`config.mk`:
```
export PLATFORM = sky130hd
export DESIGN_NAME = dpsched
export DESIGN_NICKNAME = d
export VERILOG_FILES = /design/src/rtl/dpsched.sv
export SDC_FILE = /design/constraint.sdc
export NUM_CORES = 1
export LEC_CHECK = 0
export ABC_CLOCK_PERIOD_IN_PS = 2780
export CAP_MARGIN = 20
export CORE_MARGIN = 4
export CORE_UTILIZATION = 46
export CTS_BUF_LIST = sky130_fd_sc_hd__clkbuf_16
export CTS_CLUSTER_DIAMETER = 40
export CTS_CLUSTER_SIZE = 28
export DETAILED_ROUTE_END_ITERATION = 16
export PLACE_DENSITY = 0.83
export SLEW_MARGIN = 40
export SYNTH_ARGS = -nofsm -noshare
export SYNTH_HDL_FRONTEND = slang
export SYNTH_SLANG_ARGS = --single-unit
```
`constraint.sdc`:
```
create_clock -name clk -period 2.78 [get_ports clk]
set_clock_uncertainty 0.05 [all_clocks]
set_input_delay 0.417 -clock clk [delete_from_list [all_inputs] [get_ports clk]]
set_output_delay 0.417 -clock clk [all_outputs]
set_load 0.02 [all_outputs]
```
`src/rtl/dpsched.sv`:
```
// ---------------------------------------------------------------------------
// dpsched - DisplayPort main-link frame scheduler (4 lanes, 32-bit link word)
//
// Generates line/frame timing for the link word path, inserts the BS, VB-ID
// and BE control symbols plus blanking fill, and pulls pixel words from the
// pixel-to-link-word converter during the active region of each line.
//
// Ports
//   clk         in   1   clock
//   reset       in   1   synchronous, active-high reset
//   enable      in   1   link trained (level)
//   fifo_empty  in   1   converter pixel FIFO empty
//   conv_dat    in   32  converter word, valid combinationally with consume
//   consume     out  1   take conv_dat this cycle
//   restart     out  1   hold converter in frame resync
//   link_dat    out  32  link word, lane n = byte n (registered)
//   link_k      out  4   per-lane K-symbol flag (registered)
//   vblank      out  1   current line is vertical blanking (registered)
//   underflow   out  1   sticky: FIFO empty seen while consuming
// ---------------------------------------------------------------------------
module dpsched #(
    parameter int HBL  = 16,   // blanking words per line (>= 4)
    parameter int HACT = 480,  // active words per line
    parameter int VBL  = 45,   // vertical-blanking lines per frame (>= 1)
    parameter int VACT = 480   // active lines per frame
) (
    input  logic        clk,
    input  logic        reset,
    input  logic        enable,
    input  logic        fifo_empty,
    input  logic [31:0] conv_dat,
    output logic        consume,
    output logic        restart,
    output logic [31:0] link_dat,
    output logic [3:0]  link_k,
    output logic        vblank,
    output logic        underflow
);

    localparam int HTOT = HBL + HACT;
    localparam int VTOT = VBL + VACT;
    localparam int HW   = $clog2(HTOT);
    localparam int VW   = $clog2(VTOT);

    localparam logic [HW-1:0] H_LAST = HW'(HTOT - 1);
    localparam logic [HW-1:0] H_BE   = HW'(HBL - 1);
    localparam logic [HW-1:0] H_ACT0 = HW'(HBL);
    localparam logic [VW-1:0] V_LAST = VW'(VTOT - 1);
    localparam logic [VW-1:0] V_ACT0 = VW'(VBL);

    localparam logic [1:0] S_IDLE   = 2'd0;
    localparam logic [1:0] S_BLANK  = 2'd1;
    localparam logic [1:0] S_ACTIVE = 2'd2;

    localparam logic [31:0] WORD_BS = 32'hBCBC_BCBC;
    localparam logic [31:0] WORD_BE = 32'hFBFB_FBFB;

    logic [1:0]    state_q, state_d;
    logic [HW-1:0] hpos_q, hpos_d;
    logic [VW-1:0] vpos_q, vpos_d;
    logic [31:0]   link_dat_q, link_dat_d;
    logic [3:0]    link_k_q, link_k_d;
    logic          vblank_q;
    logic          underflow_q;
    logic          pend_q, pend_d;

    logic line_is_vbl;
    logic restart_pulse;
    logic uf_set;

    assign line_is_vbl   = (vpos_q < V_ACT0);
    assign restart_pulse = (state_q == S_BLANK) && (hpos_q == '0) && (vpos_q == '0) && pend_q;
    assign uf_set        = (state_q == S_ACTIVE) && fifo_empty;

    // The state always classifies the current (vpos, hpos); both strobes
    // are decoded from it so restart can never overlap consume.
    assign consume   = (state_q == S_ACTIVE);
    assign restart   = (state_q == S_IDLE) || restart_pulse;
    assign link_dat  = link_dat_q;
    assign link_k    = link_k_q;
    assign vblank    = vblank_q;
    assign underflow = underflow_q;

    // Position counters and state.
    always_comb begin
        // NOTE: every signal driven here gets a default first, so no path can
        // leave it unassigned and infer a latch.
        state_d = state_q;
        hpos_d  = hpos_q;
        vpos_d  = vpos_q;
        if (state_q == S_IDLE) begin
            hpos_d  = '0;
            vpos_d  = '0;
            state_d = enable ? S_BLANK : S_IDLE;
        end else if (!enable) begin
            // Partial line is abandoned; re-enable starts a fresh frame.
            hpos_d  = '0;
            vpos_d  = '0;
            state_d = S_IDLE;
        end else begin
            if (hpos_q == H_LAST) begin
                hpos_d = '0;
                vpos_d = (vpos_q == V_LAST) ? '0 : vpos_q + 1'b1;
            end else begin
                hpos_d = hpos_q + 1'b1;
            end
            state_d = ((vpos_d >= V_ACT0) && (hpos_d >= H_ACT0)) ? S_ACTIVE : S_BLANK;
        end
    end

    // Link word for the current position; registered below.
    always_comb begin
        link_dat_d = '0;
        link_k_d   = 4'b0000;
        case (state_q)
            S_ACTIVE: link_dat_d = conv_dat;
            S_BLANK: begin
                if (hpos_q == '0) begin
                    link_dat_d = WORD_BS;
                    link_k_d   = 4'b1111;
                end else if (hpos_q == HW'(1)) begin
                    link_dat_d = {4{7'b0, line_is_vbl}};
                end else if ((hpos_q == H_BE) && !line_is_vbl) begin
                    link_dat_d = WORD_BE;
                    link_k_d   = 4'b1111;
                end
            end
            default: ;
        endcase
    end

    // An underflow arms one converter resync at the next frame start.
    always_comb begin
        pend_d = pend_q;
        if (uf_set)
            pend_d = 1'b1;
        else if (restart_pulse)
            pend_d = 1'b0;
    end

    always_ff @(posedge clk) begin
        // NOTE: sequential state uses non-blocking assignments only, so every
        // register samples the pre-edge values regardless of statement order.
        if (reset) begin
            state_q     <= S_IDLE;
            hpos_q      <= '0;
            vpos_q      <= '0;
            link_dat_q  <= '0;
            link_k_q    <= 4'b0000;
            vblank_q    <= 1'b1;
            underflow_q <= 1'b0;
            pend_q      <= 1'b0;
        end else begin
            state_q     <= state_d;
            hpos_q      <= hpos_d;
            vpos_q      <= vpos_d;
            link_dat_q  <= link_dat_d;
            link_k_q    <= link_k_d;
            vblank_q    <= line_is_vbl;
            underflow_q <= underflow_q | uf_set;
            pend_q      <= pend_d;
        end
    end

endmodule

```
==> flow_summary.ini, run 1 <==
[yosys]
synthSimpleGateAreaFrac = 0.2433
synth_xor_area_frac = 0.03879
synth_cell_types = 50
synth_fa_ha_area_frac = 0.04534
muxShareOfSynthArea = 0.008060
yosysTopAreaCellShare = 0.4594
seq_area_frac_synth = 0.4594
synth_cells = 280
synth_warnings = 0
synth_top_family_by_area = simple AND/OR/NAND/NOR gates
synth_ff_type = dfxtp_1
synth_area_per_cell_um2 = 8.870
synth_seq_cells = 57
yosysTopAreaCell = dfxtp_1
synthArstFlopShare = 0
synth_compound_area_frac = 0.1466
synth.area.top_cells = dfxtp_1 46%, a21oi_1 8.3%, nand2_1 6.8%
syn_area_mm2 = 0.002484
synth_nets = 325
synth_edf_count = 0

[route]
drt-met1-wl_mm = 2.802
drc = 0
dr_wl_met3_um = 441
routed_via_density = 5.158
drt_iter0_drc = 103
antenna_left = 0
num_vias = 2192
postRouteWirelength_mm = 6.454
wl_per_cell_um = 15.19
drt_first_pass_iters = 4
wl_met2_mm = 3.035
routed.top_layer = met4

[global_route]
grt_pass1_vias = 2055
grt-ovfl-total = 0
antenna_found_initial = 0
grt_max_degree = 35
grt_pass1_wl_mm = 9.929
track_usage = 0.2017

[clocking]
ctsHoldBuffers = 0
cts_buffers = 9
clk_pin_slew_ns = 0.05
cts_sinks = 57
cts_buffer_depth = 2
cts_tree = yes
cts-root-buf = clkbuf_16
clock_latency_ns = 0.32
cts_max_level = 3

[die]
die_width_um = 81.48
io_pins = 76
row_count = 26
die-area_mm2 = 0.006639
core_area_mm2 = 0.005172
start_util = 0.4802
die-height_um = 81.48

[setup_path]
cp-startpoint = vpos_q[7]
crit_type = register to output pin
worst_ep_required_time_ns = 2.31
worstSetupEndpoint = restart
reg2reg_to = link_dat[19]
crit_family = simple AND/OR/NAND/NOR gates
start_kind = register
r2r_start = vpos_q[7]
r2r_slack_ns = 0.45
crit_path_cell_trace = or3_4 > nor4b_4 > nand2_1 > nor2_1 > a21o_1 > dlymetal6s2s_1
r2r_cells = 5
worstPathArrival_ns = 1.87
slowest_delay_ns = 0.43
crit_slowest_cell = or3_4
worst-path-buf-inv = 1
crit_path_end_kind = output pin
critPathMaxFanout = 5
path_depth = 6

[cells_and_area]
final_cell_mix = 74 x clkdlybuf4s50_1, 57 x dfxtp_1, 45 x nand2_1
syn_to_final_growth_pct = 41.76
drive_gt1_frac = 0.1099
antennaDiodeCount = 0
fillCellCount = 409
final_nets = 395
layout_commonest_cell = clkdlybuf4s50_1

[placed_design]
port_buffers = 75
routabilityCongestion = 0.9175
post-dp-hpwl_mm = 4.508

[worst_hold_path]
min_path_type = register to register
min-delay-start = underflow

[pwr]
powerDensity_mw_per_mm2 = 564.1
internal-power_uw = 1571
p_sw_uw = 414.8
clock_power_share = 0.529
peakVddDrop_uv = 489.1
p_seq_frac = 0.417
switching_share = 0.2088
finalPower_uw = 1986
power_leakage_uw = 0.001271
power.share.combinational = 0.054

[timing]
period_needed_ns = 2.338
fin_crit_sh = 0.8409
hold_ws_ns = 0.4252
rsz0062_at_grt = false
timing.setup.tns_ns = 0
relSlewSlack = 0.5504
hold_viol = 0
setup_viol_count_final = 0
fmax_mhz = 427.8
drv_slew = 0
worst_pin_slew_ns = 0.6743

[job]
max_cap_viol_count = 0

[outcome]
status = finished, final reports clean
==> logic make-up after synthesis <==
kind of cell / after synthesis
and+or+nand+nor: 113
AOI/OAI and AO/OA: 62
DFF: 57
buffers and inverters: 26
xor gates and xnor gates: 11
adders and majority gates: 9
muxes: 2
==> tightest hold or removal path: cells and delay by family (launching register included) <==
family	cells	cell delay, ns
AND/OR/NAND/NOR	1	0.07
flip-flops	1	0.33
AO/OA/AOI/OAI	1	0.04
==> power by group through the flow <==
stage	clock [uW]	sequential, uW	combinational (uW)
floorplan	0	851	31.2
global placement	0	844	105
detailed placement	0	844	107
CTS	1070	827	109
global route	1110	827	115
finish	1050	828	108
==> how the worst min path moves through the flow <==
stage                            to  slack [ns]  cells after the start
after floorplan           hpos_q[0]        0.39                      1
after global placement    underflow        0.40                      2
after detailed placement  hpos_q[0]        0.42                      1
after CTS                 hpos_q[0]        0.43                      1
after global routing      hpos_q[0]        0.44                      1
final                     underflow        0.43                      2
==> cell type report <==
type                       count  area, um2  share of cell area
tap                           70      87.58             0.02488
multi-input combinational    197       1202              0.3415
sequential                    57       1141              0.3241
inverter                       7      26.28            0.007463
timing repair buffer          78      775.7              0.2203
clock buffer                   9      225.2             0.06397
clock inverter                 7      62.56             0.01777
==> synth_stat cells (all sizes together) (3+ instances only) <==
cell    count
xor2        5
nand2b      3
a21oi      41
clkbuf      9
o21ai       6
xnor2       6
or2         4
ha          9
nor3        5
inv         7
or3         5
nand3b      3
nand3      10
and3        4
nor2       25
buf        10
dfxtp      57
nand2      45
==> registers in the layout, summed over array words and instances, names as in the netlist <==
register   cells
state_q        2
underflow      1
pend_q         1
link_k         1
vpos_q        10
hpos_q         9
vblank         1
link_dat      32
==> repair_timing <==
action / 4_1_cts / 5_1_grt
gates resized for setup: 0 / 2
buffers inserted: 0 / 0
setup endpoints to repair: 0 / 1
==> per-layer routing <==
| metal | GRT usage | up-vias |
|---|---|---|
| met5 | 0 | - |
| met4 | 0.1216 | 0 |
| met3 | 0.05154 | 12 |
| met2 | 0.3127 | 73 |
| met1 | 0.2510 | 1023 |
| li1 | - | 1084 |
==> stage by stage <==
stage	utilization	setup WS, ns	instance area [um2]	std cells
after floorplan	-	0.8365	2484	280
after global placement	0.6236	0.4274	3226	409
after detailed placement	0.6236	0.3911	3226	409
after CTS	0.6792	0.01108	3513	425
after global routing	0.6807	0.3468	3521	425
final	0.6807	0.4424	3521	425
Note: power is estimated with default switching activity, not from simulation.
==> run 2: changes to the inputs <==
--- a/config.mk
+++ b/config.mk
@@ -5,15 +5,15 @@
 export SDC_FILE = /design/constraint.sdc
 export NUM_CORES = 1
 export LEC_CHECK = 0
-export ABC_CLOCK_PERIOD_IN_PS = 2780
+export ABC_CLOCK_PERIOD_IN_PS = 2000
 export CAP_MARGIN = 20
 export CORE_MARGIN = 4
-export CORE_UTILIZATION = 46
+export CORE_UTILIZATION = 42
 export CTS_BUF_LIST = sky130_fd_sc_hd__clkbuf_16
 export CTS_CLUSTER_DIAMETER = 40
 export CTS_CLUSTER_SIZE = 28
 export DETAILED_ROUTE_END_ITERATION = 16
-export PLACE_DENSITY = 0.83
+export PLACE_DENSITY = 0.8
 export SLEW_MARGIN = 40
 export SYNTH_ARGS = -nofsm -noshare
 export SYNTH_HDL_FRONTEND = slang
==> constraint.sdc (replaced) <==
create_clock -name clk -period 2 [get_ports clk]
set_clock_uncertainty 0.05 [all_clocks]
set_input_delay 0.3 -clock clk [delete_from_list [all_inputs] [get_ports clk]]
set_output_delay 0.3 -clock clk [all_outputs]
set_load 0.02 [all_outputs]
==> flow_summary.ini, run 2 (synthesis gave the netlist of run 1 again) <==
[pwr]
p_sw_uw = 619.1
clock_power_share = 0.558
p_seq_frac = 0.388
peakVddDrop_uv = 756.9
powerDensity_mw_per_mm2 = 769.4
switching_share = 0.2091
power_leakage_uw = 0.001473
power.share.combinational = 0.054
internal-power_uw = 2341

[clocking]
cts_sinks = 57
cts_buffer_depth = 2
clock_latency_ns = 0.33
ctsHoldBuffers = 0
cts_buffers = 9
cts_tree = yes
cts_max_level = 3
cts-root-buf = clkbuf_16
clk_pin_slew_ns = 0.05

[setup_path]
worstPathArrival_ns = 1.75
start_kind = register
crit_type = register to output pin
critPathMaxFanout = 2
worst_ep_required_time_ns = 1.65
crit_path_end_kind = output pin

[route]
postRouteWirelength_mm = 7.008
wl_per_cell_um = 15.17
antenna_left = 0
routed_via_density = 5.011
drt_iter0_drc = 89
num_vias = 2315
drc = 0
drt_first_pass_iters = 4

[cells_and_area]
final_nets = 430
antennaDiodeCount = 0
largest_register_ff_count = 32
regArea_mm2 = 0.001147
fillCellCount = 449
multi_input_area_mm2 = 0.001219
fin_cells = 462
drive_gt1_frac = 0.2077
syn_to_final_growth_pct = 54.91
layout_commonest_cell = clkdlybuf4s50_1
final_cell_mix = 74 x clkdlybuf4s50_1, 54 x dfxtp_1, 45 x nand2_1

[global_route]
grt_pass1_vias = 2360
antenna_found_initial = 0
grt_max_degree = 35
grt_pass1_wl_mm = 11.47
track_usage = 0.2016
grt-ovfl-total = 0

[timing]
layout_setup_ws_ns = -0.09657
hold_viol = 0
worst_pin_slew_ns = 0.3869
drv_slew = 0
fmax_mhz = 477.0
timing.setup.tns_ns = -0.09657
period_needed_ns = 2.097
hold_ws_ns = 0.4279
relSlewSlack = 0.7413
fin_crit_sh = 1.048
rsz0062_at_grt = true
setup_viol_count_final = 1

[worst_hold_path]
min_path_type = register to register

[die]
die_width_um = 84.90
die-area_mm2 = 0.007208
io_pins = 76
die-height_um = 84.90
row_count = 27
core_area_mm2 = 0.005608
start_util = 0.4429

[placed_design]
place_worst_setup_slack_ns = -0.2360
dpl.cell_count = 442
port_buffers = 75
routabilityCongestion = 0.8807
post-dp-hpwl_mm = 5.001

[outcome]
status = finished with violations
violations = negative setup slack

[job]
max_cap_viol_count = 0
==> run 2: worst paths after layout <==
kind | start | slack (ns) | depth (start not counted) | end
max | vpos_q[7] | -0.1 | 6 | restart
min | hpos_q[0] | 0.43 | 1 | hpos_q[0]
max reg2reg | vpos_q[0] | 0.05 | 7 | state_q[0]
min reg2reg | hpos_q[0] | 0.43 | 1 | hpos_q[0]
==> run 2: layout make-up <==
cell class,count,share of cell area
tap,72,0.02341
clock buffer,9,0.05854
sequential,57,0.2982
multi-input combinational,197,0.3167
inverter,7,0.006829
timing repair buffer,113,0.2696
clock inverter,7,0.02667
==> run 2: worst max-delay path, cell delays in order (launching register included) <==
cell	delay, ns
dfxtp_1	0.31
or3_4	0.40
nor4b_4	0.24
nand2_1	0.12
nor2_1	0.10
a21o_1	0.14
buf_6	0.12
==> run 2: power by group through the flow <==
stage | Combinational [uW] | Sequential [uW] | Clock (uW)
6_report | 160 | 1150 | 1650
3_5_place_dp | 157 | 1170 | 0
3_3_place_gp | 155 | 1170 | 0
4_1_cts | 159 | 1150 | 1680
5_1_grt | 170 | 1150 | 1740
2_1_floorplan | 43.3 | 1180 | 0
==> run 2: metal layers <==
layer / up-vias / track usage / wire length, um
met5: - / 0 / 0
met4: 0 / 0.1050 / 170
met3: 13 / 0.06408 / 446
met2: 81 / 0.3317 / 3465
met1: 1060 / 0.2344 / 2926
li1: 1161 / - / -
==> run 2: repair_timing <==
item / CTS / global route
resized for setup: 6 / 9
pin swaps: 1 / 5
setup endpoints to repair: 1 / 4
buffers inserted: 0 / 4
==> run 2: through the flow <==
step | utilization | total power (uW) | cell area [um2]
6_report | 0.6861 | 2960 | 3847
5_1_grt | 0.6861 | 3054 | 3847
4_1_cts | 0.6758 | 2992 | 3790
3_5_place_dp | 0.6171 | 1330 | 3461
3_3_place_gp | 0.6171 | 1328 | 3461
2_1_floorplan | - | 1226 | 2484
